<file path="src/rtl/arb_cpu_core.sv">
// Multi-cycle fetch/execute/memory CPU core with an internal register file and ALU.
// One shared instruction/data memory is reached through a req/ack handshake.
module arb_cpu_core #(
    parameter int              XLEN     = 19,
    parameter int              REG_AW   = 4,
    parameter logic [XLEN-1:0] RESET_PC = '0
) (
    input  logic            clk,
    input  logic            reset,
    output logic            mem_req,
    output logic            mem_we,
    output logic [XLEN-1:0] mem_addr,
    output logic [XLEN-1:0] mem_wdata,
    input  logic [XLEN-1:0] mem_rdata,
    input  logic            mem_ack,
    output logic [XLEN-1:0] pc,
    output logic [XLEN-1:0] result,
    output logic            retire,
    output logic            halted
);

    localparam int              NREGS = 2 ** REG_AW;
    localparam int              IMM_W = XLEN - 4 - REG_AW;
    localparam logic [XLEN-1:0] ONE   = XLEN'(1);

    typedef enum logic [1:0] {S_FETCH, S_EXEC, S_MEM, S_HALT} state_e;

    typedef enum logic [3:0] {
        OP_ADD  = 4'h0, OP_SUB = 4'h1, OP_MUL = 4'h2, OP_DIV  = 4'h3,
        OP_INC  = 4'h4, OP_DEC = 4'h5, OP_AND = 4'h6, OP_OR   = 4'h7,
        OP_XOR  = 4'h8, OP_NOT = 4'h9, OP_LDI = 4'hA, OP_LD   = 4'hB,
        OP_ST   = 4'hC, OP_BEQZ = 4'hD, OP_HALT = 4'hE, OP_JMP = 4'hF
    } op_e;

    state_e            state_q, state_d;
    logic [XLEN-1:0]   pc_q, pc_d;
    logic [XLEN-1:0]   ir_q, ir_d;
    logic [XLEN-1:0]   result_q, result_d;
    logic [XLEN-1:0]   regs_q [NREGS];
    logic [XLEN-1:0]   regs_d [NREGS];

    op_e               op;
    logic [REG_AW-1:0] rd, rs1, rs2;
    logic [XLEN-1:0]   imm, rd_val, rs1_val, rs2_val, pc_inc, alu_y;
    logic              mem_req_c;

    assign op      = op_e'(ir_q[XLEN-1 -: 4]);
    assign rd      = ir_q[XLEN-5 -: REG_AW];
    assign rs1     = ir_q[XLEN-5-REG_AW -: REG_AW];
    assign rs2     = ir_q[XLEN-5-2*REG_AW -: REG_AW];
    assign imm     = XLEN'(ir_q[IMM_W-1:0]);
    assign rd_val  = regs_q[rd];
    assign rs1_val = regs_q[rs1];
    assign rs2_val = regs_q[rs2];
    assign pc_inc  = pc_q + ONE;

    // NOTE: every signal written in an always_comb gets a default first, so no latch is inferred.
    always_comb begin
        alu_y = '0;
        case (op)
            OP_ADD:  alu_y = rs1_val + rs2_val;
            OP_SUB:  alu_y = rs1_val - rs2_val;
            OP_MUL:  alu_y = rs1_val * rs2_val;
            OP_DIV:  alu_y = (rs2_val == '0) ? '1 : rs1_val / rs2_val;
            OP_INC:  alu_y = rs1_val + ONE;
            OP_DEC:  alu_y = rs1_val - ONE;
            OP_AND:  alu_y = rs1_val & rs2_val;
            OP_OR:   alu_y = rs1_val | rs2_val;
            OP_XOR:  alu_y = rs1_val ^ rs2_val;
            OP_NOT:  alu_y = ~rs1_val;
            OP_LDI:  alu_y = imm;
            default: alu_y = '0;
        endcase
    end

    always_comb begin
        state_d   = state_q;
        pc_d      = pc_q;
        ir_d      = ir_q;
        result_d  = result_q;
        regs_d    = regs_q;
        mem_req_c = 1'b0;
        mem_we    = 1'b0;
        mem_addr  = '0;
        mem_wdata = '0;
        retire    = 1'b0;
        case (state_q)
            S_FETCH: begin
                mem_req_c = 1'b1;
                mem_addr  = pc_q;
                if (mem_ack) begin
                    ir_d    = mem_rdata;
                    state_d = S_EXEC;
                end
            end
            S_EXEC: begin
                case (op)
                    OP_LD, OP_ST: state_d = S_MEM;
                    OP_BEQZ: begin
                        pc_d    = (rd_val == '0) ? imm : pc_inc;
                        retire  = 1'b1;
                        state_d = S_FETCH;
                    end
                    OP_JMP: begin
                        pc_d    = imm;
                        retire  = 1'b1;
                        state_d = S_FETCH;
                    end
                    OP_HALT: begin
                        retire  = 1'b1;
                        state_d = S_HALT;
                    end
                    default: begin
                        regs_d[rd] = alu_y;
                        result_d   = alu_y;
                        pc_d       = pc_inc;
                        retire     = 1'b1;
                        state_d    = S_FETCH;
                    end
                endcase
            end
            S_MEM: begin
                // Address, direction and data come from registers that cannot change while waiting.
                mem_req_c = 1'b1;
                mem_addr  = rs1_val;
                mem_we    = (op == OP_ST);
                mem_wdata = rd_val;
                if (mem_ack) begin
                    if (op == OP_LD) begin
                        regs_d[rd] = mem_rdata;
                        result_d   = mem_rdata;
                    end
                    pc_d    = pc_inc;
                    retire  = 1'b1;
                    state_d = S_FETCH;
                end
            end
            S_HALT:  state_d = S_HALT;
            default: state_d = S_FETCH;
        endcase
    end

    // Reset parks the FSM in FETCH, so the request is masked to drop it the moment reset rises.
    assign mem_req = mem_req_c & ~reset;
    assign pc      = pc_q;
    assign result  = result_q;
    assign halted  = (state_q == S_HALT);

    // NOTE: sequential state uses non-blocking assignments only; the register file is reset
    // because programs rely on every register reading zero after reset.
    always_ff @(posedge clk or posedge reset) begin
        if (reset) begin
            state_q  <= S_FETCH;
            pc_q     <= RESET_PC;
            ir_q     <= '0;
            result_q <= '0;
            regs_q   <= '{default: '0};
        end else begin
            state_q  <= state_d;
            pc_q     <= pc_d;
            ir_q     <= ir_d;
            result_q <= result_d;
            regs_q   <= regs_d;
        end
    end

endmodule
</file>
<file path="config.mk">
export PLATFORM = sky130hd
export DESIGN_NAME = arb_cpu_core
export DESIGN_NICKNAME = d
export VERILOG_FILES = /design/src/rtl/arb_cpu_core.sv
export SDC_FILE = /design/constraint.sdc
export NUM_CORES = 2
export LEC_CHECK = 0
export CAP_MARGIN = 30
export CORE_MARGIN = 2
export CORE_UTILIZATION = 33
export CTS_CLUSTER_DIAMETER = 150
export DETAILED_ROUTE_END_ITERATION = 16
export PLACE_DENSITY = 0.6
export REMOVE_ABC_BUFFERS = 1
export SLEW_MARGIN = 20
export SYNTH_ARGS = -nofsm -noshare
export SYNTH_HDL_FRONTEND = slang
export SYNTH_SLANG_ARGS = --single-unit
export TNS_END_PERCENT = 5
</file>
<file path="constraint.sdc">
create_clock -name clk -period 40.7 [get_ports clk]
set_input_delay 4.07 -clock clk [delete_from_list [all_inputs] [get_ports clk]]
set_output_delay 4.07 -clock clk [all_outputs]
set_load 0.05 [all_outputs]
</file>
Word-level counts from Yosys, hierarchy flattened. Cells that the tools add are included.

Bits of input ports: 22. Bits in registers: 363.

Reduce and logical (&&, ||, !) cells: 14. $mul: 1. Eq/ne operators: 23. Bitwise gates (word level): 9. Div/mod/pow operators: 1. Add/sub/neg operators: 5. Multiplexer cells: 38. $lt $le $gt $ge: 4.

Operators by type and width (number): $mux W304 (3); $bwmux W304 (2); $pmux W304 S2 (1); $mux W19 (14); $bmux W19 S4 (3); $pmux W19 S11 (1); $pmux W19 S2 (3); $demux W19 S4 (1); $pmux W19 S3 (1); $add A19 B1 Y19 const B (2); $logic_not A19 Y1 (2); $eq A4 B4 Y1 const B (8); $add A19 B19 Y19 (1); $and A19 B19 Y19 (1); $div A19 B19 Y19 (1); $mul A19 B19 Y19 (1); $not A19 Y19 (1); $or A19 B19 Y19 (1); $sub A19 B1 Y19 const B (1); $sub A19 B19 Y19 (1); $xor A19 B19 Y19 (1); $eq A4 B3 Y1 const B (4); $ge A5 B5 Y1 const B (3); $not A4 Y5 (3); 23 further kinds (35).

Depth between registers and ports, before layout.
Depth after elaboration: 10. Depth in mapped cells: 193.

Worst setup path before layout. No wires, ideal clock.

Kind: register to register. Start: register ir_q[4]. End: register regs_q[19] (netlist bit). Setup time: 125 ps. Path buffers: 21. Setup slack: 1909 ps. Data arrival time: 38666 ps. Stages on the path, launching flop included: 174. Cell sequence: dfrtp_1 -> buf_2 -> buf_2 -> buf_2 -> buf_2 -> buf_1 -> mux4_2 -> a22o_1 -> a221oi_2 -> inv_1 -> nor2_1 -> and4_1 -> clkbuf_1 -> nand2_1 -> nor3_1 -> a21oi_1 -> ha_1 -> o21a_1 -> [138 not listed] -> o21ai_0 -> clkbuf_1 -> clkbuf_1 -> o21ai_0 -> ha_1 -> nor2b_1 -> o21a_1 -> o21a_1 -> o21a_1 -> o21a_1 -> o21a_1 -> o21bai_1 -> a21o_1 -> a21oi_1 -> o41ai_1 -> a22oi_1 -> clkbuf_1 -> mux2_2.

Longest elaborated chain between the ends: 10. Elaborated cells on any way between the ends: 17.

RTL lines: start: declaration (line 37) `logic [XLEN-1:0] ir_q, ir_d;`; start signal: assignment (line 161) `ir_q <= ir_d;`; $not A4 Y5 (not written as such) * (line 54) `assign rs2_val = regs_q[rs2];`; $bmux W19 S4 * (line 54); $mux W19 (not written as such) * (2 in series) (line 54); $div A19 B19 Y19 or $logic_not A19 Y1 (tied branches) (line 64) `OP_DIV: alu_y = (rs2_val == '0) ? '1 : rs1_val / rs2_val;`; $mux W19 (line 64); $pmux W19 S11 * (line 60) `case (op)`; $bwmux W304 * (line 114) `regs_d[rd] = alu_y;`; $mux W304 * (line 97) `case (op)`; $pmux W304 S2 * (line 87) `case (state_q)`; end signal: assignment (line 163) `regs_q <= regs_d;`; end: declaration (line 39) `logic [XLEN-1:0] regs_q [NREGS];`.

Every way passes the cells marked *; elsewhere a longest branch is shown, timed or not. The select of a mux whose other input is x is not followed. A chain may end at the register's enable or synchronous reset.

Worst setup path in the final report.
Start: register ir_q[5]. End: register regs_q[190] (netlist bit).

The elaborated chain is that of the path after synthesis.

==> impl_metrics.csv <==
group,metric,value,unit
run_status,outcome,"complete, no violations",
min_path,min_path_type,"flip-flop to flip-flop",
setup_path,cp_slowest_stage_delay,0.88,ns
sta,timing.final.ws_setup,2.039,ns
finish,syn2layout_area_growth,14.08,%
sta,fin_crit,38.66,ns
sta,fmax,25.87,MHz
cts,cts_buffer_depth,3,
floorplan,num_rows,126,
sta,setup-tns-final,0,ns
route,ant_nets,0,
route,vias_per_cell,5.990,
sta,clock_skew,0.02072,ns
global_routing,grt_pass1_wl,227700,microns
cts,cts_hold_buf,0,
placed_design,hpwl,110200,microns
floorplan,chipWidth,348.0,microns
cts,cts_root_buf,"clkbuf_16",
finish,utilization,37.82,%
synthesis,ys_ff_latch,363,
placed_design,detailedPlace.worstSlack,-0.1533,ns
synthesis,synth_cells,4219,
global_routing,grt_max_degree,110,
floorplan,io_pins,102,
sta,finalSetupViolCount,0,
cts,clock_sinks,363,
sta,worst_slew_pin_slew,1.115,ns
global_routing,grt_remaining_overflow,0,
placed_design,gp_congestion,0.9797,
flow_run,maxCapViolations,0,
finish,final_net_count,4777,
route,drc_errors,0,
synthesis,synth_ff_type,"dfrtp_1",
floorplan,die_h,348.0,microns
cts,clk_pin_slew_worst_paths,0.07,ns
setup_path,cp.required,41.17,ns
sta,hold_viol_final,0,
placed_design,port_buffers,101,
synthesis,synth_area,39040,sq um
setup_path,critPathMaxFanout,17,
setup_path,arrival,39.13,ns
synthesis,async_reset_ff_share,100.0,%
synthesis,synth_cell_types,98,
sta,maxSlewHeadroom,24.91,%
setup_path,cp-end-kind,"flip-flop",
sta,drv_slew,0,
cts,cts_max_level,2,
floorplan,die-area,121100,sq um
setup_path,start_kind,"flip-flop",
synthesis,synth-edff-count,0,
synthesis,seq_area_frac_synth,23.26,%
cts,cts_tree,"yes",
global_routing,track_usage,24.93,%
cts,numCtsBuffers,38,
setup_path,cpMostUsedCell,"ha_1",
finish,fillers,11690,
sta,whs,0.4841,ns
floorplan,core,117800,sq um
sta,period_share,94.99,%
route,drtIter0Drc,3799,
setup_path,crit_family,"compound AO/OA/AOI/OAI gates",
setup_path,path_class,"flip-flop to flip-flop",
route,drt_pass1_iterations,5,
setup_path,cp_num_buf_inv,12,
route,drt_wl_total,153700,microns
synthesis,syn_area_per_cell,9.255,sq um
finish,drive_above_1_share,17.80,%
setup_path,crit_slowest_cell,"nor2b_4",
route,vias,35220,
cts,insertion_delay,0.60,ns
route,post_drt_wl_per_cell,26.14,microns
synthesis,yosysWarningCount,0,
floorplan,initial_core_util,33.15,%
global_routing,grt_pass1_vias,34610,
global_routing,antenna_found_initial,5,
==> synthesized netlist by cell type, drive strengths merged, types with 12 or more instances <==
cell type	number	area, sq um
nand2	525	1973
o21ai	368	1849
dfrtp	363	9084
nor2	348	1311
ha	318	3979
mux4	265	5968
inv	261	979.7
a21oi	248	1245
clkbuf	188	705.7
fa	124	2482
mux2	102	1149
xnor2	93	814.5
xor2	71	621.9
nor3	70	355.3
o21a	69	518.0
buf	65	326.6
a21o	63	473.0
nand3	60	300.3
a22o	44	385.4
a221oi	38	454.2
a31oi	38	237.7
nor2b	38	237.7
and2	37	231.5
or3	33	206.5
o211ai	31	237.7
a22oi	30	225.2
nand4	28	196.4
nor4	23	207.7
and3	22	137.6
nand2b	22	137.6
o221ai	19	166.4
mux2i	18	180.2
o31ai	18	140.1
a211oi	17	132.6
a21boi	14	105.1
or2	12	75.08
==> area by class of cell <==
| class | count | area, sq um | share of cell area [%] |
|---|---|---|---|
| repair buffers | 307 | 2766 | 6.211 |
| well taps | 1536 | 1922 | 4.315 |
| clock inverters | 19 | 301.5 | 0.6770 |
| clock buffers | 51 | 1080 | 2.424 |
| inverters | 263 | 994.7 | 2.233 |
| diodes | 1 | 2.502 | 0.005618 |
| multi-input cells | 3340 | 28370 | 63.69 |
| flip-flops and latches | 363 | 9109 | 20.45 |
==> repair_timing <==
action,in CTS,in global routing
gates resized for setup,1,45
pin swaps,0,9
buffers inserted,0,22
endpoints found under the setup margin,17,34
==> layer usage <==
layer | up-vias | GRT usage [%] | wire length, microns | share of wire, %
li1 | 15610 | - | - | -
met5 | - | 0 | 27 | 0.018
met2 | 1791 | 38.86 | 67680 | 44
met4 | 4 | 11.78 | 9011 | 5.9
met3 | 404 | 5.217 | 15310 | 10
met1 | 17410 | 33.10 | 61670 | 40
==> kinds of logic after synthesis <==
logic type | Yosys count | share of synthesized area, %
compound gates | 1100 | 18.20
xor+xnor | 165 | 3.736
fa+ha+maj | 442 | 16.55
buf+inv | 516 | 5.172
flops | 363 | 23.26
mux | 385 | 18.69
simple gates | 1248 | 14.39
==> through the flow <==
step	instance area, sq um	std cells
finish	44540	5880
global route	44540	5879
CTS	44030	5852
detailed placement	42640	5782
global placement	42510	5775
floorplan	38010	3966
==> sequential cells by signal (all words and copies together), names as in the netlist <==
name and cells:
ir_q 19, pc 19, regs_q 304, result 19, state_q 2
==> final timing paths <==
| check | depth (start not counted) | start | end | slack [ns] |
|---|---|---|---|---|
| max | 166 | ir_q[5]$_DFFE_PP0P_ | regs_q[190]$_DFFE_PP0P_ | 2.04 |
| max reg2reg | 166 | ir_q[5]$_DFFE_PP0P_ | regs_q[190]$_DFFE_PP0P_ | 2.04 |
| max in group asynchronous | 4 | reset | regs_q[249]$_DFFE_PP0P_ | 34.55 |
| min in group asynchronous | 2 | reset | result[16]$_DFFE_PP0P_ | 4.07 |
| min reg2reg | 2 | result[5]$_DFFE_PP0P_ | result[5]$_DFFE_PP0P_ | 0.48 |
| min | 2 | result[5]$_DFFE_PP0P_ | result[5]$_DFFE_PP0P_ | 0.48 |
==> layout by cell type (no fill, tap or decap), types with 38 or more instances in the layout <==
cell type	n
nand2_1	523
o21ai_0	355
dfrtp_1	355
nor2_1	343
ha_1	315
mux4_2	265
inv_1	251
a21oi_1	243
buf_4	187
fa_1	124
mux2_2	102
clkdlybuf4s50_1	101
xnor2_1	93
xor2_1	71
o21a_1	68
a21o_1	63
nor3_1	61
nand3_1	57
a22o_1	44
clkbuf_16	38
==> tightest hold or removal path, stage by stage (launching register included) <==
cell     delay [ns]
dfrtp_1        0.35
nand2_1        0.05
o21ai_0        0.06
Power is left out: the tool's default activity adds up to more than one toggle a clock period on the data nets, which glitch-free logic cannot reach.
